File: src/rtl/mips_multicycle_control.sv
// Main control FSM for the multicycle MIPS datapath: sequences fetch/decode/
// execute/memory/writeback, drives datapath enables and muxes, counts retirements.
module mips_multicycle_control #(
  parameter int CNT_W = 16
) (
  input  logic             clk,
  input  logic             rst,
  input  logic [5:0]       Opcode,
  input  logic             MemReady,
  output logic             PCWrite,
  output logic             PCWriteCond,
  output logic             IorD,
  output logic             MemRead,
  output logic             MemWrite,
  output logic             IRWrite,
  output logic             MemtoReg,
  output logic             RegDst,
  output logic             RegWrite,
  output logic             ALUSrcA,
  output logic [1:0]       ALUSrcB,
  output logic [1:0]       ALUOp,
  output logic [1:0]       PCSource,
  output logic             InstrDone,
  output logic             IllegalOp,
  output logic [3:0]       State,
  output logic [CNT_W-1:0] RetiredCount
);

  localparam logic [3:0] S_FETCH   = 4'd0;
  localparam logic [3:0] S_DECODE  = 4'd1;
  localparam logic [3:0] S_MEMADR  = 4'd2;
  localparam logic [3:0] S_MEMRD   = 4'd3;
  localparam logic [3:0] S_MEMWB   = 4'd4;
  localparam logic [3:0] S_MEMWR   = 4'd5;
  localparam logic [3:0] S_EXECUTE = 4'd6;
  localparam logic [3:0] S_ALUWB   = 4'd7;
  localparam logic [3:0] S_BRANCH  = 4'd8;
  localparam logic [3:0] S_ADDIEX  = 4'd9;
  localparam logic [3:0] S_ADDIWB  = 4'd10;
  localparam logic [3:0] S_JUMP    = 4'd11;

  localparam logic [5:0] OP_R    = 6'b000000;
  localparam logic [5:0] OP_LW   = 6'b100011;
  localparam logic [5:0] OP_SW   = 6'b101011;
  localparam logic [5:0] OP_BEQ  = 6'b000100;
  localparam logic [5:0] OP_ADDI = 6'b001000;
  localparam logic [5:0] OP_J    = 6'b000010;

  logic [3:0] state;
  logic [3:0] next_state;
  // Load/store distinction is latched in DECODE so MEMADR never looks at Opcode.
  logic       is_load;

  logic       c_pc_write;
  logic       c_pc_write_cond;
  logic       c_iord;
  logic       c_mem_read;
  logic       c_mem_write;
  logic       c_ir_write;
  logic       c_mem_to_reg;
  logic       c_reg_dst;
  logic       c_reg_write;
  logic       c_alu_src_a;
  logic [1:0] c_alu_src_b;
  logic [1:0] c_alu_op;
  logic [1:0] c_pc_source;
  logic       c_instr_done;
  logic       c_illegal_op;

  always_ff @(posedge clk) begin
    if (rst) begin
      state        <= S_FETCH;
      is_load      <= 1'b0;
      RetiredCount <= '0;
    end else begin
      state <= next_state;
      if (state == S_DECODE) begin
        is_load <= (Opcode == OP_LW);
      end
      if (InstrDone) begin
        RetiredCount <= RetiredCount + CNT_W'(1);
      end
    end
  end

  always_comb begin
    next_state = S_FETCH;
    case (state)
      S_FETCH:   next_state = MemReady ? S_DECODE : S_FETCH;
      S_DECODE: begin
        case (Opcode)
          OP_LW, OP_SW: next_state = S_MEMADR;
          OP_R:         next_state = S_EXECUTE;
          OP_BEQ:       next_state = S_BRANCH;
          OP_ADDI:      next_state = S_ADDIEX;
          OP_J:         next_state = S_JUMP;
          default:      next_state = S_FETCH;
        endcase
      end
      S_MEMADR:  next_state = is_load ? S_MEMRD : S_MEMWR;
      S_MEMRD:   next_state = MemReady ? S_MEMWB : S_MEMRD;
      S_MEMWB:   next_state = S_FETCH;
      S_MEMWR:   next_state = MemReady ? S_FETCH : S_MEMWR;
      S_EXECUTE: next_state = S_ALUWB;
      S_ALUWB:   next_state = S_FETCH;
      S_BRANCH:  next_state = S_FETCH;
      S_ADDIEX:  next_state = S_ADDIWB;
      S_ADDIWB:  next_state = S_FETCH;
      S_JUMP:    next_state = S_FETCH;
      default:   next_state = S_FETCH;
    endcase
  end

  always_comb begin
    c_pc_write      = 1'b0;
    c_pc_write_cond = 1'b0;
    c_iord          = 1'b0;
    c_mem_read      = 1'b0;
    c_mem_write     = 1'b0;
    c_ir_write      = 1'b0;
    c_mem_to_reg    = 1'b0;
    c_reg_dst       = 1'b0;
    c_reg_write     = 1'b0;
    c_alu_src_a     = 1'b0;
    c_alu_src_b     = 2'b00;
    c_alu_op        = 2'b00;
    c_pc_source     = 2'b00;
    c_instr_done    = 1'b0;
    c_illegal_op    = 1'b0;
    case (state)
      S_FETCH: begin
        c_mem_read  = 1'b1;
        c_alu_src_b = 2'b01;
        c_ir_write  = MemReady;
        c_pc_write  = MemReady;
      end
      S_DECODE: begin
        c_alu_src_b = 2'b11;
        case (Opcode)
          OP_R, OP_LW, OP_SW, OP_BEQ, OP_ADDI, OP_J: c_illegal_op = 1'b0;
          default:                                   c_illegal_op = 1'b1;
        endcase
      end
      S_MEMADR: begin
        c_alu_src_a = 1'b1;
        c_alu_src_b = 2'b10;
      end
      S_MEMRD: begin
        c_mem_read = 1'b1;
        c_iord     = 1'b1;
      end
      S_MEMWB: begin
        c_reg_write  = 1'b1;
        c_mem_to_reg = 1'b1;
        c_instr_done = 1'b1;
      end
      S_MEMWR: begin
        c_mem_write  = 1'b1;
        c_iord       = 1'b1;
        c_instr_done = MemReady;
      end
      S_EXECUTE: begin
        c_alu_src_a = 1'b1;
        c_alu_op    = 2'b10;
      end
      S_ALUWB: begin
        c_reg_write  = 1'b1;
        c_reg_dst    = 1'b1;
        c_instr_done = 1'b1;
      end
      S_BRANCH: begin
        c_alu_src_a     = 1'b1;
        c_alu_op        = 2'b01;
        c_pc_write_cond = 1'b1;
        c_pc_source     = 2'b01;
        c_instr_done    = 1'b1;
      end
      S_ADDIEX: begin
        c_alu_src_a = 1'b1;
        c_alu_src_b = 2'b10;
      end
      S_ADDIWB: begin
        c_reg_write  = 1'b1;
        c_instr_done = 1'b1;
      end
      S_JUMP: begin
        c_pc_write   = 1'b1;
        c_pc_source  = 2'b10;
        c_instr_done = 1'b1;
      end
      default: ;
    endcase
  end

  // Reset masks every strobe immediately so an abandoned instruction cannot write.
  always_comb begin
    PCWrite     = rst ? 1'b0  : c_pc_write;
    PCWriteCond = rst ? 1'b0  : c_pc_write_cond;
    IorD        = rst ? 1'b0  : c_iord;
    MemRead     = rst ? 1'b0  : c_mem_read;
    MemWrite    = rst ? 1'b0  : c_mem_write;
    IRWrite     = rst ? 1'b0  : c_ir_write;
    MemtoReg    = rst ? 1'b0  : c_mem_to_reg;
    RegDst      = rst ? 1'b0  : c_reg_dst;
    RegWrite    = rst ? 1'b0  : c_reg_write;
    ALUSrcA     = rst ? 1'b0  : c_alu_src_a;
    ALUSrcB     = rst ? 2'b00 : c_alu_src_b;
    ALUOp       = rst ? 2'b00 : c_alu_op;
    PCSource    = rst ? 2'b00 : c_pc_source;
    InstrDone   = rst ? 1'b0  : c_instr_done;
    IllegalOp   = rst ? 1'b0  : c_illegal_op;
  end

  assign State = state;

endmodule

File: config.mk
export PLATFORM = sky130hd
export DESIGN_NAME = mips_multicycle_control
export DESIGN_NICKNAME = d
export VERILOG_FILES = /design/src/rtl/mips_multicycle_control.sv
export SDC_FILE = /design/constraint.sdc
export NUM_CORES = 1
export LEC_CHECK = 0
export BUFFER_PORTS_ARGS = -buffer_cell sky130_fd_sc_hd__buf_4
export CAP_MARGIN = 15
export CORE_UTILIZATION = 52
export DETAILED_ROUTE_END_ITERATION = 6
export GPL_TIMING_DRIVEN = 0
export PLACE_DENSITY = 0.92
export SLEW_MARGIN = 20
export SYNTH_ARGS = -nofsm -noshare
export SYNTH_HDL_FRONTEND = slang
export SYNTH_SLANG_ARGS = --single-unit
File: constraint.sdc
create_clock -name clk -period 3.7 [get_ports clk]
set_input_delay 0.74 -clock clk [delete_from_list [all_inputs] [get_ports clk]]
set_output_delay 0.74 -clock clk [all_outputs]
set_load 0.05 [all_outputs]
==> results of run 1 <==
area by class of cell:
cell class                      instances  area (sq um)
Clock buffer                            3         22.52
Sequential cell                        21         420.4
Fill cell                             221         688.2
Inverter                                3         11.26
Multi-Input combinational cell        138         859.6
Buffer                                 15         65.06
Timing Repair Buffer                   46         345.3
Clock inverter                          1         5.005
Tap cell                               30         37.54
power breakdown:
group | internal (uW) | switching [uW]
combinational | 25.3 | 47.1
sequential | 227 | 1.11
clock | 40.5 | 69.7
total | 293 | 118
cell families (layout without fill, tap and decap cells):
| logic type | count (synthesis) | after routing | synth area share [%] |
|---|---|---|---|
| adders and majority gates | 1 | 1 | 0.9266 |
| xor gates and xnor gates | 3 | 3 | 1.947 |
| muxes | 4 | 4 | 3.151 |
| buffers and inverters | 18 | 68 | 5.654 |
| and+or+nand+nor | 86 | 86 | 36.15 |
| AOI/OAI and AO/OA | 44 | 44 | 21.04 |
| DFF | 21 | 21 | 31.14 |
registers in the layout, summed over array words and instances (netlist names):
| register | count |
|---|---|
| RetiredCount | 16 |
| State | 4 |
| is_load | 1 |
cell usage in the layout (no fill, tap or decap), drive strengths merged, types with 3 or more instances in the layout:
master / netlist / layout
nor2b: 8 / 8
dfxtp: 21 / 21
nor3b: 3 / 3
a21oi: 16 / 16
clkbuf: 8 / 11
nand3b: 3 / 3
a31oi: 4 / 4
nand3: 7 / 7
nand2: 7 / 7
o31ai: 10 / 10
or4: 10 / 10
and3: 3 / 3
buf: 7 / 53
nor3: 7 / 7
inv: 3 / 3
nor4: 3 / 3
nand4: 3 / 3
nand2b: 6 / 6
o21ai: 4 / 4
nor2: 18 / 18
metal layers:
metal | vias to the layer above | wire length [um] | track usage (%)
met5 | - | 0 | 0
met4 | 0 | 23 | 5.702
met3 | 4 | 253 | 5.172
met2 | 59 | 1711 | 45.57
met1 | 692 | 1546 | 39.16
li1 | 765 | - | -
through the flow:
| step | hold slack (ns) | setup WS [ns] | util (%) | cell area, sq um |
|---|---|---|---|---|
| floorplan | 0.4418 | 0.2126 | - | 1356 |
| global placement | 0.4658 | 0.9205 | 70.85 | 1739 |
| detailed placement | 0.4776 | 0.8963 | 70.85 | 1739 |
| CTS | 0.4955 | 0.8146 | 71.97 | 1767 |
| global route | 0.5213 | 0.6637 | 71.97 | 1767 |
| finish | 0.4884 | 0.8074 | 71.97 | 1767 |
path summary, 6_finish.rpt:
check	from	end	slack [ns]	cells after the start
setup / recovery	State[0]$_SDFF_PP0_	InstrDone	0.81	7
hold / removal	is_load$_SDFFE_PP0P_	is_load$_SDFFE_PP0P_	0.49	2
setup reg to reg	State[0]$_SDFF_PP0_	RetiredCount[9]$_SDFFE_PP0P_	1.76	6
hold reg to reg	is_load$_SDFFE_PP0P_	is_load$_SDFFE_PP0P_	0.49	2
critical path: stages (launching register included):
cell and delay [ns]:
dfxtp_1 0.38, buf_2 0.21, nor2b_1 0.30, o32a_1 0.21, buf_2 0.21, buf_2 0.27, nor2_1 0.06, buf_4 0.21
==> results.cfg, run 1 <==
[place]
gp_congestion = 0.8690
place_hpwl_um = 2624
place_inst = 253
port_buffers = 46

[floorplan]
die_h_um = 52.96
rows = 18
ios = 47
start_util_pct = 54.99
die_w_um = 52.96
core_sq_um = 2455
die_area_sq_um = 2804

[critical_path]
critPathMaxFanout = 10
path_class = reg2out
worstPathRequired_ns = 2.96
arrival_ns = 2.15
startpoint_type = flip-flop
endpoint_kind = primary output

[clock_network]
cts_hold_buffers = 0
clock_latency_ns = 0.31
clockRootBuffer = clkbuf_4
htreeDepth = 1
post_cts_resized = 0
cts.sinks = 21
clk_pin_slew_ns = 0.11
cts_setup_buffers = 0
cts_tree = built
cts_inserted_buffers = 3
cts_max_path_buffers = 2

[final_layout]
drive_gt1_share_pct = 25.55
nNetsFinal = 238
area_delta_synth_final_pct = 30.86
diodes = 0
layout.cells.non_filler = 257

[pwr]
p_leak_uw = 0.0006919
finalPower_uw = 410.7
powerDensity_nw_per_um2 = 232.5
ir_drop_uv = 320.2

[synth]
synth_edf_count = 0
yosys.area.top_type_share_pct = 31.14
yosysMostFrequentCell = dfxtp_1
yosysSeqAreaShare_pct = 31.14
ys.flop_type = dfxtp_1
netlist_top_cells_count = 21 x dfxtp_1, 18 x nor2_1, 16 x a21oi_1, 10 x o31ai_1, 10 x or4_1
yosysUniqueCellTypes = 44
synth_largest_area_cell = dfxtp_1
synthArstFlopShare_pct = 0
synth_warnings = 0
ys_top_cells_by_area = dfxtp_1 31%, a21oi_1 5.9%, o31ai_1 5.6%, or4_1 5.6%, nor2_1 5.0%
syn_nets = 187
ys_ff_latch = 21
syn_avg_cell_area_sq_um = 7.627
synth_area_sq_um = 1350
syn_inst = 177

[timing]
period_needed_ns = 2.893
grt_setup_unrepaired = false
tightest_slew_ns = 0.4902
setup_viol_count_final = 0
max_freq_mhz = 345.7
max_slew_margin_pct = 67.32
fin_skew_ns = 0.002511
final_max_slew_viol_count = 0
fin_crit_sh_pct = 78.18
final.setup.tns_ns = 0
hold_viol_final = 0

[global_routing]
grt_pass1_wl_um = 5906
grt_max_degree = 13
grt_pass1_vias = 1314
overflow = 0
antenna_found_initial = 0
grt_usage_pct = 28.31

[drt]
wirelength_um = 3533
vias = 1520
wl_per_cell_um = 13.75
drcViolationCount = 0
viasPerCell = 5.914
dr.pass1.iters = 7
final_antenna_net_count = 0
drtIter0Drc = 45

[job]
maxCapViolCount = 0

[min_path]
hold_class = reg2reg

[run_status]
status = completed
Power figures use the tool's default switching activity.
==> inputs of run 2 (changes only) <==
--- a/config.mk
+++ b/config.mk
@@ -5,12 +5,13 @@
 export SDC_FILE = /design/constraint.sdc
 export NUM_CORES = 1
 export LEC_CHECK = 0
+export ABC_AREA = 1
 export BUFFER_PORTS_ARGS = -buffer_cell sky130_fd_sc_hd__buf_4
 export CAP_MARGIN = 15
-export CORE_UTILIZATION = 52
+export CORE_UTILIZATION = 51
 export DETAILED_ROUTE_END_ITERATION = 6
 export GPL_TIMING_DRIVEN = 0
-export PLACE_DENSITY = 0.92
+export PLACE_DENSITY = 0.89
 export SLEW_MARGIN = 20
 export SYNTH_ARGS = -nofsm -noshare
 export SYNTH_HDL_FRONTEND = slang
==> constraint.sdc (replaced) <==
create_clock -name clk -period 2.7 [get_ports clk]
set_input_delay 0.54 -clock clk [delete_from_list [all_inputs] [get_ports clk]]
set_output_delay 0.54 -clock clk [all_outputs]
set_load 0.05 [all_outputs]
==> run 2 against run 1 <==
Net effect:
- first-iteration DRC count is 29% higher
- power is 36% higher
- via count is 11% higher
- largest cell class unchanged
==> results.cfg, run 2 <==
[timing]
setup_viol_count_final = 0
fin_skew_ns = 0.007088
max_slew_margin_pct = 67.16
final_max_slew_viol_count = 0
fin_crit_sh_pct = 83.01
final.setup.tns_ns = 0
grt_setup_unrepaired = false
tightest_slew_ns = 0.4881
hold_viol_final = 0
max_freq_mhz = 446.2
period_needed_ns = 2.241

[final_layout]
largest_reg_flops = 16
fill_cells = 251
drive_gt1_share_pct = 24.92
diodes = 0
final_cell_mix = 69 x nand2_1, 54 x nor2_1, 47 x buf_4
top_register = RetiredCount
final_common_cell = nand2_1
nNetsFinal = 308
multi_input_area_sq_um = 924.6
design_area_sq_um = 1903
seqCellArea_sq_um = 420.4
area_delta_synth_final_pct = 27.60

[place]
place_hpwl_um = 2791
placed_area_sq_um = 1876
gp_congestion = 0.9208
port_buffers = 45

[min_path]
hold_class = reg2reg

[floorplan]
rows = 19
start_util_pct = 54.08
die_area_sq_um = 3144
core_sq_um = 2758
ios = 47
die_h_um = 56.08
die_w_um = 56.08

[synth]
ys_ff_latch = 21
synth_fa_ha_area_share_pct = 0.8389
synth_largest_area_cell = dfxtp_1
synth-simple-area-share_pct = 49.58
synth_top_family_by_area = simple AND/OR/NAND/NOR gates
yosysUniqueCellTypes = 28
synth_area_sq_um = 1491
syn_nets = 258
ys_top_cells_by_area = dfxtp_1 28%, nand2_1 17%, nor2_1 14%, inv_1 6.0%, a21oi_1 4.7%
netlist_top_cells_count = 69 x nand2_1, 55 x nor2_1, 24 x inv_1, 21 x dfxtp_1, 14 x a21oi_1
yosysMostFrequentCell = nand2_1
synthArstFlopShare_pct = 0
synth-compound-area-share_pct = 9.899
yosys.area.top_type_share_pct = 28.19
syn_avg_cell_area_sq_um = 6.014
synth_edf_count = 0
synth-xor-area-share_pct = 1.174
syn_inst = 248
synth_warnings = 0
yosysSeqAreaShare_pct = 28.19
muxShareOfSynthArea_pct = 0
ys.flop_type = dfxtp_1

[job]
maxCapViolCount = 0

[run_status]
status = completed

[global_routing]
grt_pass1_wl_um = 5858
grt_usage_pct = 22.92
grt_max_degree = 13
antenna_found_initial = 0
overflow = 0
grt_pass1_vias = 1337

[clock_network]
clock_latency_ns = 0.30
htreeDepth = 1
cts_tree = built
cts_setup_buffers = 0
cts_hold_buffers = 0
cts.sinks = 21
post_cts_resized = 0
clk_pin_slew_ns = 0.12
cts_max_path_buffers = 2
clockRootBuffer = clkbuf_4
cts_inserted_buffers = 3

[drt]
wirelength_um = 3441
drtIter0Drc = 58
dr.pass1.iters = 4
drcViolationCount = 0
vias = 1691
viasPerCell = 5.155
wl_per_cell_um = 10.49
final_antenna_net_count = 0

[critical_path]
startpoint_type = flip-flop
endpoint_kind = primary output
worstPathRequired_ns = 2.16
critPathMaxFanout = 7
path_class = reg2out
arrival_ns = 1.70

[pwr]
p_leak_uw = 0.0008800
ir_drop_uv = 263.2
powerDensity_nw_per_um2 = 293.8
[run 2: changes by cell type in the layout (fill, tap and decap cells not counted), moves of 8 or more]
cell / previous run / this run
inv_1: 3 / 24
nand2_1: 7 / 69
nor2_1: 18 / 54
nor2b_1: 8 / 0
o31ai_1: 10 / 0
or4_1: 10 / 0
[run 2: per-stage QoR]
stage	util, %	cells	hold WS (ns)	setup WS (ns)	total power [uW]
after floorplan	-	248	0.4516	0.1034	387.0
after global placement	68.01	324	0.4720	0.5436	416.6
after detailed placement	68.01	324	0.4694	0.5520	416.9
after CTS	69.01	328	0.4919	0.4601	566.2
after global routing	69.01	328	0.5302	0.3242	589.1
final	69.01	328	0.4923	0.4588	559.1
[run 2: final timing paths]
path,endpoint,slack [ns],from,depth (start not counted)
hold reg to reg,is_load$_SDFFE_PP0P_,0.49,is_load$_SDFFE_PP0P_,2
setup / recovery,IllegalOp,0.46,State[2]$_SDFF_PP0_,6
setup reg to reg,RetiredCount[7]$_SDFFE_PP0P_,1.22,State[1]$_SDFF_PP0_,7
hold / removal,is_load$_SDFFE_PP0P_,0.49,is_load$_SDFFE_PP0P_,2
[run 2: power breakdown]
part	internal, uW	total [uW]	leakage [uW]	switching, uW
clock network	55.2	149	0.0000177	93.5
logic	29.9	94.8	0.000693	64.9
registers	312	316	0.000169	3.28
total	397	559	0.000880	162
[run 2: critical path, stage by stage (launching register included)]
cell and delay [ns]:
dfxtp_1 0.41, nor2_1 0.24, nand2_1 0.20, inv_1 0.13, nand4_1 0.11, nor2_1 0.11, buf_4 0.20
[run 2: final cells by class]
type | count | share of cell area, %
Inverter | 28 | 5.654
Sequential cell | 21 | 22.09
Tap cell | 31 | 2.038
Clock buffer | 3 | 1.183
Timing Repair Buffer | 45 | 17.75
Clock inverter | 1 | 0.2630
Buffer | 6 | 2.433
Multi-Input combinational cell | 193 | 48.59
[run 2: logic make-up (layout without fill, tap and decap cells)]
| kind of cell | Yosys count | in the layout |
|---|---|---|
| xor+xnor | 2 | 2 |
| flops | 21 | 21 |
| buf+inv | 34 | 83 |
| fa+ha+maj | 1 | 1 |
| compound gates | 26 | 26 |
| simple gates | 164 | 164 |
[run 2: layer usage]
metal	track usage [%]	part of all wire, %	vias to the layer above
li1	-	-	889
met1	33.91	48	746
met2	34.69	44	52
met3	4.186	6.3	4
met4	4.878	0.96	0
met5	0	0	-
